**src/rtl/rgb_seq_pkg.sv**
```systemverilog
// Shared types and helpers for the RGB fade sequencer.
package rgb_seq_pkg;

  typedef enum logic [1:0] {
    IDLE,
    RAMP,
    HOLD
  } seq_state_e;

  localparam int unsigned WIDTH_DEF = 8;

  function automatic int unsigned key_w(input int unsigned n);
    return (n > 1) ? $clog2(n) : 1;
  endfunction

endpackage

```
**src/rtl/rgb_ramp_channel.sv**
```systemverilog
// One duty-level register that steps by one LSB toward a target, or loads a
// pass-through value.
module rgb_ramp_channel
  import rgb_seq_pkg::*;
#(
  parameter int unsigned WIDTH = WIDTH_DEF
) (
  input  logic             clk,
  input  logic             reset,
  input  logic             i_step,
  input  logic [WIDTH-1:0] i_target,
  input  logic             i_load,
  input  logic [WIDTH-1:0] i_load_val,
  output logic [WIDTH-1:0] o_level,
  output logic             o_at_target
);

  localparam logic [WIDTH-1:0] ONE = WIDTH'(1);

  logic [WIDTH-1:0] r_level;
  logic [WIDTH-1:0] w_next;

  always_comb begin
    w_next = r_level;
    if (i_step) begin
      if (r_level < i_target) begin
        w_next = r_level + ONE;
      end else if (r_level > i_target) begin
        w_next = r_level - ONE;
      end
    end
  end

  // Compare the post-step level so RAMP ends on the edge the last step lands.
  assign o_at_target = (w_next == i_target);

  always_ff @(posedge clk) begin
    if (reset) begin
      r_level <= '0;
    end else if (i_load) begin
      r_level <= i_load_val;
    end else begin
      r_level <= w_next;
    end
  end

  assign o_level = r_level;

endmodule

```
**src/rtl/rgb_fade_sequencer.sv**
```systemverilog
// Keyframe fade sequencer: ramps three duty levels through a host-written
// colour table, holding at each key, with bumpless encoder pass-through.
module rgb_fade_sequencer
  import rgb_seq_pkg::*;
#(
  parameter int unsigned NUM_KEYS = 4,
  parameter int unsigned WIDTH    = WIDTH_DEF,
  parameter int unsigned DIV_W    = 16
) (
  input  logic                         clk,
  input  logic                         reset,
  input  logic                         enable,
  input  logic                         seq_sel,
  input  logic [WIDTH-1:0]             enc_level0,
  input  logic [WIDTH-1:0]             enc_level1,
  input  logic [WIDTH-1:0]             enc_level2,
  input  logic                         key_we,
  input  logic [key_w(NUM_KEYS)-1:0]   key_addr,
  input  logic [3*WIDTH-1:0]           key_rgb,
  input  logic [DIV_W-1:0]             step_div,
  input  logic [7:0]                   hold_steps,
  output logic [WIDTH-1:0]             level0,
  output logic [WIDTH-1:0]             level1,
  output logic [WIDTH-1:0]             level2,
  output logic [key_w(NUM_KEYS)-1:0]   key_idx,
  output logic                         busy
);

  localparam int unsigned KW = key_w(NUM_KEYS);

  seq_state_e         r_state;
  seq_state_e         w_state_nx;
  logic [3*WIDTH-1:0] r_table [NUM_KEYS];
  logic [KW-1:0]      r_key_idx;
  logic [DIV_W-1:0]   r_presc;
  logic [7:0]         r_hold;
  logic               r_busy;

  logic               w_run;
  logic               w_tick;
  logic               w_step;
  logic [2:0]         w_at;
  logic               w_hold_clr;
  logic               w_hold_inc;
  logic               w_key_adv;
  logic [3*WIDTH-1:0] w_tgt;

  assign w_tgt  = r_table[r_key_idx];
  assign w_run  = enable & seq_sel;
  assign w_tick = w_run && (r_state != IDLE) && (r_presc >= step_div);
  assign w_step = w_tick && (r_state == RAMP);

  always_comb begin
    w_state_nx = r_state;
    w_hold_clr = 1'b0;
    w_hold_inc = 1'b0;
    w_key_adv  = 1'b0;
    if (!w_run) begin
      w_state_nx = IDLE;
    end else begin
      case (r_state)
        IDLE: w_state_nx = RAMP;
        RAMP: begin
          if (&w_at) begin
            w_state_nx = HOLD;
            w_hold_clr = 1'b1;
          end
        end
        HOLD: begin
          if (w_tick) begin
            if (r_hold == hold_steps) begin
              w_key_adv  = 1'b1;
              w_state_nx = RAMP;
            end else begin
              w_hold_inc = 1'b1;
            end
          end
        end
        default: w_state_nx = IDLE;
      endcase
    end
  end

  always_ff @(posedge clk) begin
    if (reset) begin
      r_state   <= IDLE;
      r_presc   <= '0;
      r_hold    <= '0;
      r_key_idx <= '0;
      r_busy    <= 1'b0;
      r_table   <= '{default: '0};
    end else begin
      r_state <= w_state_nx;
      r_busy  <= (r_state == RAMP);
      // Prescaler keeps its phase across RAMP/HOLD; it restarts only from IDLE.
      if (r_state == IDLE) begin
        if (w_state_nx == RAMP) r_presc <= '0;
      end else if (w_run) begin
        r_presc <= w_tick ? '0 : r_presc + DIV_W'(1);
      end
      if (w_hold_clr) begin
        r_hold <= '0;
      end else if (w_hold_inc) begin
        r_hold <= r_hold + 8'd1;
      end
      if (w_key_adv) r_key_idx <= r_key_idx + KW'(1);
      if (key_we) r_table[key_addr] <= key_rgb;
    end
  end

  rgb_ramp_channel #(.WIDTH(WIDTH)) u_ch0 (
    .clk        (clk),
    .reset      (reset),
    .i_step     (w_step),
    .i_target   (w_tgt[WIDTH-1:0]),
    .i_load     (~seq_sel),
    .i_load_val (enc_level0),
    .o_level    (level0),
    .o_at_target(w_at[0])
  );

  rgb_ramp_channel #(.WIDTH(WIDTH)) u_ch1 (
    .clk        (clk),
    .reset      (reset),
    .i_step     (w_step),
    .i_target   (w_tgt[2*WIDTH-1:WIDTH]),
    .i_load     (~seq_sel),
    .i_load_val (enc_level1),
    .o_level    (level1),
    .o_at_target(w_at[1])
  );

  rgb_ramp_channel #(.WIDTH(WIDTH)) u_ch2 (
    .clk        (clk),
    .reset      (reset),
    .i_step     (w_step),
    .i_target   (w_tgt[3*WIDTH-1:2*WIDTH]),
    .i_load     (~seq_sel),
    .i_load_val (enc_level2),
    .o_level    (level2),
    .o_at_target(w_at[2])
  );

  assign key_idx = r_key_idx;
  assign busy    = r_busy;

endmodule

```
**config.mk**
```make
export PLATFORM = sky130hd
export DESIGN_NAME = rgb_fade_sequencer
export DESIGN_NICKNAME = d
export VERILOG_FILES = /design/src/rtl/rgb_seq_pkg.sv /design/src/rtl/rgb_ramp_channel.sv /design/src/rtl/rgb_fade_sequencer.sv
export SDC_FILE = /design/constraint.sdc
export NUM_CORES = 1
export LEC_CHECK = 0
export CAP_MARGIN = 10
export CORE_MARGIN = 5
export CORE_UTILIZATION = 33
export DETAILED_ROUTE_END_ITERATION = 8
export GPL_TIMING_DRIVEN = 0
export SETUP_SLACK_MARGIN = 0.1
export SLEW_MARGIN = 40
export SYNTH_ARGS = -nofsm -noshare
export SYNTH_HDL_FRONTEND = slang
export SYNTH_SLANG_ARGS = --single-unit
```
**constraint.sdc**
```tcl
create_clock -name clk -period 4.4 [get_ports clk]
set_input_delay 0.44 -clock clk [delete_from_list [all_inputs] [get_ports clk]]
set_output_delay 0.44 -clock clk [all_outputs]
set_load 0.05 [all_outputs]
```
==> flow_metrics.env <==
export IMPL_clkLatencyLatePin_ns=0.45
export IMPL_critPathKind="flop to flop"
export IMPL_placed_cell_area_um2=10600
export IMPL_synth_most_common_cell="nand2_1"
export IMPL_synthXorXnorAreaFrac_pct=5.27
export IMPL_highest_layer="met4"
export IMPL_synth_area_um2=9080
export IMPL_fmax_mhz=238
export IMPL_design_core_area_um2=27000
export IMPL_io_buffers=105
export IMPL_path_delay_family="compound AO/OA/AOI/OAI gates"
export IMPL_p_per_area_nw_per_um2=315
export IMPL_cts_tree="done"
export IMPL_clkSinkCount=149
export IMPL_ir_drop_v=0.000273
export IMPL_slowest_delay_ns=0.60
export IMPL_clockBufferDepth=2
export IMPL_start_util_pct=33.6
export IMPL_crit_fanout=10
export IMPL_dieArea_um2=30900
export IMPL_end_kind="flop"
export IMPL_final_area_um2=12000
export IMPL_viasPerCell=5.41
export IMPL_period_needed_ns=4.20
export IMPL_synthTopCellsByArea="dfxtp_1, nand2_1, a21oi_1"
export IMPL_grt_first_pass_wirelength_um=47200
export IMPL_route_detailed_drc=0
export IMPL_finalPower_mw=3.79
export IMPL_critPathRequiredTime_ns=4.69
export IMPL_syn_inst=1147
export IMPL_async_flop_share_pct=0
export IMPL_cts_root_buf="clkbuf_16"
export IMPL_yosysWarningCount=0
export IMPL_hold_class="flop to flop"
export IMPL_drv_slew=0
export IMPL_wl_um=30700
export IMPL_gp_congestion=0.962
export IMPL_yosys_area_share_simple_pct=22.9
export IMPL_setup_tns_ns=0
export IMPL_final_nets=1450
export IMPL_vias=9076
export IMPL_synth_top_family_by_area="simple AND/OR/NAND/NOR gates"
export IMPL_layout_drive_gt1_share_pct=14.1
export IMPL_finalCritPeriodShare_pct=95.5
export IMPL_maxCapViolCount=0
export IMPL_synth_top_cell_area_share_pct=32.9
export IMPL_synth_top_area_cell="dfxtp_1"
export IMPL_grt_util_all_layers_pct=19.2
export IMPL_worst_path_buf_inv=6
export IMPL_path_cells="buf_12 > buf_4 > buf_12 > mux4_2 > inv_1 > ha_1 > a21oi_1 > o21ai_0 > or4b_4 > a21oi_4 > nor3_2 > a211oi_2 > o2111ai_2 > nor4_4 > buf_4 > clkbuf_16 > a211oi_1"
export IMPL_drt_iter0_drc=696
export IMPL_final_cells=1678
export IMPL_rsz0062_at_grt="false"
export IMPL_tightest_slew_ns=0.899
export IMPL_grt_max_degree=19
export IMPL_dpl_hpwl_um=22000
export IMPL_h_tree_depth=4
export IMPL_synth_common_cells="nand2_1, dfxtp_1, a21oi_1"
export IMPL_wl_per_cell_um=18.3
export IMPL_seq_area_frac_synth_pct=32.9
export IMPL_wl_met3_um=2030
export IMPL_synth_mux_area_share_pct=6.49
export IMPL_finalSetupViolCount=0
export IMPL_synthAdderAreaFrac_pct=6.62
export IMPL_dp_cells=1593
export IMPL_fin_util_pct=44.5
export IMPL_synth_top_flop_cell="dfxtp_1"
export IMPL_ios=106
export IMPL_synth_edff_count=0
export IMPL_slowest_stage="or4b_4"
export IMPL_synth_distinct_cells=75
export IMPL_syn_avg_cell_area_um2=7.91
export IMPL_area_delta_synth_final_pct=32.5
export IMPL_m1WireLength_um=13400
export IMPL_syn_num_nets=1274
export IMPL_clock_skew_ns=0.0133
export IMPL_synth_compound_area_share_pct=20.9
export IMPL_arrival_ns=4.49
export IMPL_grt_pass1_vias=8644
export IMPL_ant_nets=0
export IMPL_met2WireLength_um=14300
export IMPL_antenna_found_initial=1
export IMPL_grt_ovfl_total=0
export IMPL_path_clk_slew_ns=0.07
export IMPL_cts_made_buffers=17
export IMPL_drtPass1Iterations=5
export IMPL_hold_viol=0
export IMPL_worstSetupStartpointType="flop"
export IMPL_num_rows=60
export IMPL_die_h_um=176
export IMPL_synth_seq_cells=149
export IMPL_relSlewSlack_pct=39.8
export IMPL_status="finished clean"
export IMPL_die_x_um=176
export IMPL_p_leak_nw=4.39
export IMPL_fill_cells=2674
per-stage QoR:
step / setup slack [ns] / hold slack [ns]
2_1_floorplan: 0.113 / 0.433
3_3_place_gp: -0.756 / 0.439
3_5_place_dp: -0.682 / 0.445
4_1_cts: 0.108 / 0.455
5_1_grt: 0.0457 / 0.471
6_report: 0.197 / 0.454
timing repair:
item,4_1_cts,5_1_grt
resized for setup,44,43
pin swaps,18,26
buffers inserted,21,32
hold buffers,0,0
cloned,1,0
endpoints found under the setup margin,10,10
cell usage in the layout (no fill, tap or decap), types with 5 or more instances in the layout:
cell	synthesis	layout
nand2_1	245	244
dfxtp_1	149	147
a21oi_1	134	129
clkdlybuf4s50_1	0	105
nor2_1	84	82
clkbuf_1	54	52
inv_1	51	48
buf_4	0	48
ha_1	48	44
o21ai_0	36	33
xor2_1	30	30
a211oi_1	31	28
mux4_2	23	23
and3_1	22	21
xnor2_1	22	20
clkbuf_16	0	18
nand3_1	16	16
nand4_1	16	16
o211ai_1	14	14
nor3_1	16	14
a31oi_1	13	13
or3_1	9	9
nand3b_1	9	9
o21ai_1	6	8
buf_12	0	7
mux2i_1	6	6
a21o_1	7	6
nand2b_1	6	6
inv_8	0	6
o21a_2	1	5
or2_2	6	5
clkinv_8	0	5
flip-flops by register name (all words and copies together) (netlist names):
signal and flops:
r_table 96, r_presc 16, r_hold 8, u_ch0.o_level 8, u_ch1.o_level 8, u_ch2.o_level 8, key_idx 2, r_state 2
busy 1
report_power, final:
group / switching, mW / total (mW) / internal, mW
clock: 0.730 / 1.56 / 0.828
combinational: 0.461 / 0.787 / 0.326
sequential: 0.0490 / 1.44 / 1.39
worst register-to-register path, stage by stage, from the launching register on:
cell	delay (ns)
dfxtp_4	0.37
buf_12	0.13
buf_4	0.13
buf_12	0.13
mux4_2	0.57
inv_1	0.08
ha_1	0.24
a21oi_1	0.18
o21ai_0	0.24
or4b_4	0.60
a21oi_4	0.24
nor3_2	0.06
a211oi_2	0.23
o2111ai_2	0.15
nor4_4	0.29
buf_4	0.19
clkbuf_16	0.14
a211oi_1	0.06
path summary, 6_finish.rpt:
path,from,end,slack [ns],cells after the start
worst max-delay path,key_idx[0]$_SDFFE_PP0P_,r_hold[3]$_SDFFE_PP0P_,0.20,17
worst min register to register,r_table[62]$_SDFFE_PP0P_,r_table[62]$_SDFFE_PP0P_,0.45,2
worst max register to register,key_idx[0]$_SDFFE_PP0P_,r_hold[3]$_SDFFE_PP0P_,0.20,17
worst min-delay path,r_table[62]$_SDFFE_PP0P_,r_table[62]$_SDFFE_PP0P_,0.45,2
layout make-up:
| type | count | area, um2 | area share [%] |
|---|---|---|---|
| multi-input combinational | 883 | 5930 | 49.3 |
| antenna | 1 | 2.50 | 0.0208 |
| clock inverter | 15 | 204 | 1.70 |
| timing repair buffer | 158 | 1500 | 12.5 |
| sequential | 149 | 2990 | 24.9 |
| clock buffer | 17 | 425 | 3.54 |
| inverter | 51 | 194 | 1.61 |
| buffer | 63 | 344 | 2.86 |
| tap | 341 | 427 | 3.55 |
kinds of logic after synthesis:
kind of cell | after synthesis
AND/OR/NAND/NOR | 458
multiplexers | 30
flip-flops | 149
buffers and inverters | 115
adder cells (fa/ha/maj) | 48
XOR/XNOR | 53
AO/OA/AOI/OAI | 294
layer usage:
layer,track usage [%],vias up
met1,25.1,4261
met4,7.63,0
met2,31.0,342
li1,-,4416
met5,0,-
met3,4.13,57
Note: power is estimated with default switching activity, not from simulation.
